--- src/rtl/l2_request_arbiter.sv ---
// l2_request_arbiter: per-L1 request FIFOs feeding one memory port through a round-robin
// arbiter that keeps a single read outstanding and routes each fill back to its requester.
module l2_request_arbiter #(
  parameter int FIFO_DEPTH = 4,
  parameter int ADDR_W     = 32,
  parameter int LINE_W     = 128
) (
  input  logic              clk,
  input  logic              reset,
  input  logic [ADDR_W-1:0] snooper_addr_a,
  input  logic [ADDR_W-1:0] snooper_addr_b,
  input  logic [LINE_W-1:0] evictable_cacheline_a,
  input  logic [LINE_W-1:0] evictable_cacheline_b,
  input  logic              eviction_wren_a,
  input  logic              eviction_wren_b,
  input  logic              snooper_read_valid_a,
  input  logic              snooper_read_valid_b,
  output logic [LINE_W-1:0] updated_cacheline_a,
  output logic [LINE_W-1:0] updated_cacheline_b,
  output logic              cacheline_update_valid_a,
  output logic              cacheline_update_valid_b,
  output logic              stall_a,
  output logic              stall_b,
  output logic              overflow_a,
  output logic              overflow_b,
  output logic [ADDR_W-1:0] mem_addr,
  output logic [LINE_W-1:0] mem_wdata,
  output logic              mem_wren,
  output logic              mem_rden,
  input  logic [LINE_W-1:0] mem_rdata,
  input  logic              mem_rdata_valid
);
  localparam int PTR_W = $clog2(FIFO_DEPTH);
  localparam int CNT_W = PTR_W + 1;

  typedef enum logic [1:0] {IDLE, WRITE, READ, WAIT} state_t;

  state_t state, state_next;

  // Index 0 is the L1a side, index 1 the L1b side.
  logic [1:0]        req_wr, req_rd, req, push, pop, full, empty;
  logic [ADDR_W-1:0] req_addr [2];
  logic [LINE_W-1:0] req_line [2];

  logic [FIFO_DEPTH-1:0] fifo_wr [2];
  logic [FIFO_DEPTH-1:0] fifo_rd [2];
  logic [ADDR_W-1:0]     fifo_addr [2][FIFO_DEPTH];
  logic [LINE_W-1:0]     fifo_line [2][FIFO_DEPTH];
  logic [PTR_W-1:0]      wptr [2];
  logic [PTR_W-1:0]      rptr [2];
  logic [CNT_W-1:0]      count [2];
  logic [1:0]            overflow_q;

  logic [1:0]        head_wr, head_rd;
  logic [ADDR_W-1:0] head_addr [2];
  logic [LINE_W-1:0] head_line [2];

  logic              rr_b, owner_b, cur_rd;
  logic [ADDR_W-1:0] cur_addr;
  logic              grant_b, load, fill;
  logic              mem_wren_next, mem_rden_next;
  logic [ADDR_W-1:0] mem_addr_next;
  logic [LINE_W-1:0] mem_wdata_next;

  assign req_wr      = {eviction_wren_b, eviction_wren_a};
  assign req_rd      = {snooper_read_valid_b, snooper_read_valid_a};
  assign req         = req_wr | req_rd;
  assign req_addr[0] = snooper_addr_a;
  assign req_addr[1] = snooper_addr_b;
  assign req_line[0] = evictable_cacheline_a;
  assign req_line[1] = evictable_cacheline_b;

  assign stall_a    = full[0];
  assign stall_b    = full[1];
  assign overflow_a = overflow_q[0];
  assign overflow_b = overflow_q[1];

  // A request arriving while full is dropped even if the arbiter pops that FIFO in the same cycle.
  always_comb begin
    for (int p = 0; p < 2; p++) begin
      full[p]      = (count[p] == CNT_W'(FIFO_DEPTH));
      empty[p]     = (count[p] == '0);
      push[p]      = req[p] && !full[p];
      head_wr[p]   = fifo_wr[p][rptr[p]];
      head_rd[p]   = fifo_rd[p][rptr[p]];
      head_addr[p] = fifo_addr[p][rptr[p]];
      head_line[p] = fifo_line[p][rptr[p]];
    end
  end

  always_ff @(posedge clk) begin
    if (reset) begin
      for (int p = 0; p < 2; p++) begin
        wptr[p]  <= '0;
        rptr[p]  <= '0;
        count[p] <= '0;
      end
      overflow_q <= '0;
    end else begin
      for (int p = 0; p < 2; p++) begin
        if (push[p]) begin
          fifo_wr[p][wptr[p]]   <= req_wr[p];
          fifo_rd[p][wptr[p]]   <= req_rd[p];
          fifo_addr[p][wptr[p]] <= req_addr[p];
          fifo_line[p][wptr[p]] <= req_line[p];
          wptr[p]               <= wptr[p] + PTR_W'(1);
        end
        if (pop[p]) rptr[p] <= rptr[p] + PTR_W'(1);
        if (push[p] && !pop[p])
          count[p] <= count[p] + CNT_W'(1);
        else if (!push[p] && pop[p])
          count[p] <= count[p] - CNT_W'(1);
        if (req[p] && full[p]) overflow_q[p] <= 1'b1;
      end
    end
  end

  always_ff @(posedge clk) begin
    if (reset) state <= IDLE;
    else       state <= state_next;
  end

  // Memory strobes are computed from the next state so they are registered alongside it.
  always_comb begin
    state_next     = state;
    pop            = 2'b00;
    grant_b        = 1'b0;
    load           = 1'b0;
    fill           = 1'b0;
    mem_wren_next  = 1'b0;
    mem_rden_next  = 1'b0;
    mem_addr_next  = mem_addr;
    mem_wdata_next = mem_wdata;
    unique case (state)
      IDLE: begin
        if (!empty[0] || !empty[1]) begin
          grant_b       = !empty[1] && (empty[0] || rr_b);
          pop           = grant_b ? 2'b10 : 2'b01;
          load          = 1'b1;
          mem_addr_next = head_addr[grant_b];
          if (head_wr[grant_b]) begin
            state_next     = WRITE;
            mem_wren_next  = 1'b1;
            mem_wdata_next = head_line[grant_b];
          end else begin
            state_next    = READ;
            mem_rden_next = 1'b1;
          end
        end
      end
      WRITE: begin
        if (cur_rd) begin
          state_next    = READ;
          mem_rden_next = 1'b1;
          mem_addr_next = cur_addr;
        end else begin
          state_next = IDLE;
        end
      end
      READ: state_next = WAIT;
      WAIT: begin
        if (mem_rdata_valid) begin
          state_next = IDLE;
          fill       = 1'b1;
        end
      end
      default: state_next = IDLE;
    endcase
  end

  always_ff @(posedge clk) begin
    if (reset) begin
      rr_b                     <= 1'b0;
      owner_b                  <= 1'b0;
      cur_rd                   <= 1'b0;
      cur_addr                 <= '0;
      mem_wren                 <= 1'b0;
      mem_rden                 <= 1'b0;
      mem_addr                 <= '0;
      mem_wdata                <= '0;
      updated_cacheline_a      <= '0;
      updated_cacheline_b      <= '0;
      cacheline_update_valid_a <= 1'b0;
      cacheline_update_valid_b <= 1'b0;
    end else begin
      mem_wren  <= mem_wren_next;
      mem_rden  <= mem_rden_next;
      mem_addr  <= mem_addr_next;
      mem_wdata <= mem_wdata_next;
      if (load) begin
        cur_rd   <= head_rd[grant_b];
        cur_addr <= head_addr[grant_b];
        owner_b  <= grant_b;
        rr_b     <= !grant_b;
      end
      cacheline_update_valid_a <= fill && !owner_b;
      cacheline_update_valid_b <= fill && owner_b;
      if (fill && !owner_b) updated_cacheline_a <= mem_rdata;
      if (fill && owner_b)  updated_cacheline_b <= mem_rdata;
    end
  end

endmodule

--- config.mk ---
export PLATFORM = sky130hd
export DESIGN_NAME = l2_request_arbiter
export DESIGN_NICKNAME = d
export VERILOG_FILES = /design/src/rtl/l2_request_arbiter.sv
export SDC_FILE = /design/constraint.sdc
export NUM_CORES = 2
export LEC_CHECK = 0
export BUFFER_PORTS_ARGS = -buffer_cell sky130_fd_sc_hd__buf_2
export CORE_AREA = 2 2 367 369
export CTS_BUF_LIST = sky130_fd_sc_hd__clkbuf_16
export DETAILED_ROUTE_END_ITERATION = 10
export DIE_AREA = 0 0 369 371
export PLACE_DENSITY = 0.78
export SYNTH_ARGS = -nofsm -noshare
export SYNTH_HDL_FRONTEND = slang
export SYNTH_SLANG_ARGS = --single-unit
--- constraint.sdc ---
create_clock -name clk -period 5.9 [get_ports clk]
set_clock_uncertainty 0.1 [all_clocks]
set_input_delay 0 -clock clk [delete_from_list [all_inputs] [get_ports clk]]
set_output_delay 0 -clock clk [all_outputs]
set_load 0.01 [all_outputs]
==> impl_metrics.toml <==
[run_status]
status = "completed"

[setup_path]
worstPathRequired_ns = 6.41
crit_fanout = 63
rrSetupSlack_ns = 1.65
crit_path_start_kind = "flip-flop"
r2r_end = "mem_wdata[109]$_SDFFE_PP0P_"
regToRegStartpoint = "count[1][0]$_DFFE_PP_"
crit_type = "flip-flop to flip-flop"
worstPathArrival_ns = 4.76
reg2regPathDepth = 9
end_kind = "flip-flop"

[min_path]
min_path_cells = 2
min_from = "snooper_addr_b[23]"
holdPathEnd = "fifo_addr[0][215]$_DFFE_PP_"
worstHoldPathType = "primary input to flip-flop"

[sta]
finalHoldViolCount = 0
hold_slack_ns = 0.0467
final.min_clock_period_ns = 4.25
slew_headroom_pct = 14.6
fmax_mhz = 235
rsz0062_at_grt = "false"
fin_crit_sh_pct = 72.1
setup_viol = 0
drv_slew = 0
fin_setup_tns_ns = 0
tightest_slew_ns = 1.28
setup_ws_ns = 1.65

[die]
pin_count = 879
die-area_sq_um = 137000
initial_utilization_pct = 49.7
core_area_sq_um = 133000
die_h_um = 371
die_w_um = 369
fp-row-count = 134

[cells_and_area]
seq_area_sq_um = 48500
fillers = 8408
layout.cells.non_filler = 7613
nets = 6123
drive_gt1_share_pct = 28.6
multiInputGateArea_sq_um = 16300
area_growth_pct = 32.3

[yosys]
synth_fp_nets = 4364
synth_cell_types = 47
yosysMostFrequentCell = "edfxtp_1"
syn_avg_cell_area_sq_um = 16.9
ys_seq_area_share_pct = 73.6
yosysWarningCount = 0
synthTopCellsByArea = "edfxtp_1, dfxtp_1, mux4_2"
synth_top_area_share_pct = 59.7
syn_area_sq_um = 65900
synth_common_cells = "edfxtp_1, nand2_1, dfxtp_1, a21oi_1, mux4_2"
synthFlopType = "edfxtp_1"
synth_top_cell_by_area = "edfxtp_1"
synth-async-reset-ratio_pct = 0
synthCells = 3897
synth-edff-count = 1310
ys_ff_latch = 1769

[clock_tree]
cts.sinks = 1769
clk_latency_ns = 0.84
cts_tree = "yes"
ctsLongestPathBuffers = 3
clkTransAtPathRegs_ns = 0.06
hold_buffers = 917
post_cts.repair.setup_buffers = 0
ctsResizeCount = 0
cts-buffers-inserted = 173
htreeDepth = 4
cts_root_buf = "clkbuf_16"

[routing]
drtIter0Drc = 4770
vias_per_cell = 5.91
final_antenna_net_count = 0
routed_wl_um = 211000
dr.pass1.iters = 5
wire_per_inst_um = 27.7
vias = 44982
route.detailed.drc = 0

[run]
drv_cap = 0

[global_routing]
antenna_found_initial = 61
grt_max_degree = 168
grtUsageTotal_pct = 30.1
grt_pass1_vias = 45532
grt_pass1_wl_um = 303000
grt-ovfl-total = 0

[place]
placed_cells = 6332
dp_hpwl_um = 112000
place_congestion = 0.904
port_buffers = 878
pre_cts_ws_ns = 1.78

[pwr]
power_density_nw_per_um2 = 456
peakVddDrop_mv = 0.452
leakagePower_uw = 0.0318
-- cells by family after synthesis --
group | count (synthesis) | synth area share (%)
simple gates | 677 | 3.97
mux | 454 | 13.0
flops | 1769 | 73.6
buf+inv | 282 | 1.87
fa+ha+maj | 12 | 0.239
compound gates | 697 | 7.19
xor+xnor | 6 | 0.0797
-- layer usage --
metal	wire (um)	GRT usage, %
met1	72900	36.1
met2	104000	50.4
met4	11900	15.9
met5	290	0
met3	21400	7.30
-- stage by stage --
step / power (uW) / cell area [sq um] / util, %
detailed placement: 27700 / 72100 / 54.3
finish: 39800 / 87200 / 65.7
global placement: 27300 / 72100 / 54.3
global route: 41000 / 87200 / 65.7
floorplan: 24200 / 65900 / -
CTS: 39300 / 87100 / 65.6
-- layout make-up --
cell class	count	area share [%]
Clock buffer	175	5.02
Sequential cell	1769	55.6
Antenna cell	41	0.118
Inverter	14	0.0602
Clock inverter	148	1.65
Multi-Input combinational cell	1846	18.7
Timing Repair Buffer	1852	16.3
Tap cell	1768	2.54
-- power breakdown --
group / switching, uW / leakage (uW) / internal (uW)
Clock: 5000 / 0.00295 / 6340
Sequential: 791 / 0.0157 / 15300
Combinational: 7440 / 0.0132 / 4890
Total: 13200 / 0.0318 / 26500
-- worst max-delay path, cell delays in order, from the launching register on --
cell and delay, ns:
edfxtp_1 0.39, inv_1 0.08, ha_1 0.23, nand2b_1 0.09
buf_4 0.33, o21ai_4 0.30, mux2_8 0.73, and2_4 0.91
buf_4 0.58, a211oi_2 0.15
-- registers in the layout, summed over array words and instances, names as in the netlist, 4 cells and up --
signal and count:
mem_addr 32, count 6, wptr 4, fifo_line 1024, fifo_wr 8, rptr 4
fifo_addr 256, mem_wdata 128, updated_cacheline_b 128, fifo_rd 8, cur_addr 32, updated_cacheline_a 128
-- how the worst max path moves through the flow --
stage                                             end                   from
after floorplan           fifo_addr[0][128]$_DFFE_PP_  count[1][0]$_DFFE_PP_
after global placement    mem_wdata[113]$_SDFFE_PP0P_  count[1][0]$_DFFE_PP_
after detailed placement  mem_wdata[109]$_SDFFE_PP0P_  count[1][0]$_DFFE_PP_
after CTS                 mem_wdata[109]$_SDFFE_PP0P_  count[1][0]$_DFFE_PP_
after global routing      mem_wdata[109]$_SDFFE_PP0P_  count[1][0]$_DFFE_PP_
final                     mem_wdata[109]$_SDFFE_PP0P_  count[1][0]$_DFFE_PP_
-- placed cells by master (no fill, tap or decap), drive strengths merged, types with 41 or more instances in the layout --
master	synthesis	layout
diode	0	41
dlygate4sd3	0	917
edfxtp	1310	1310
dfxtp	459	459
nor2	56	56
nand2	588	588
clkinv	0	77
inv	14	57
clkbuf	186	175
mux4	324	324
a211oi	130	130
mux2i	129	129
a21oi	454	454
buf	82	935
(Power assumes the default switching activity.)
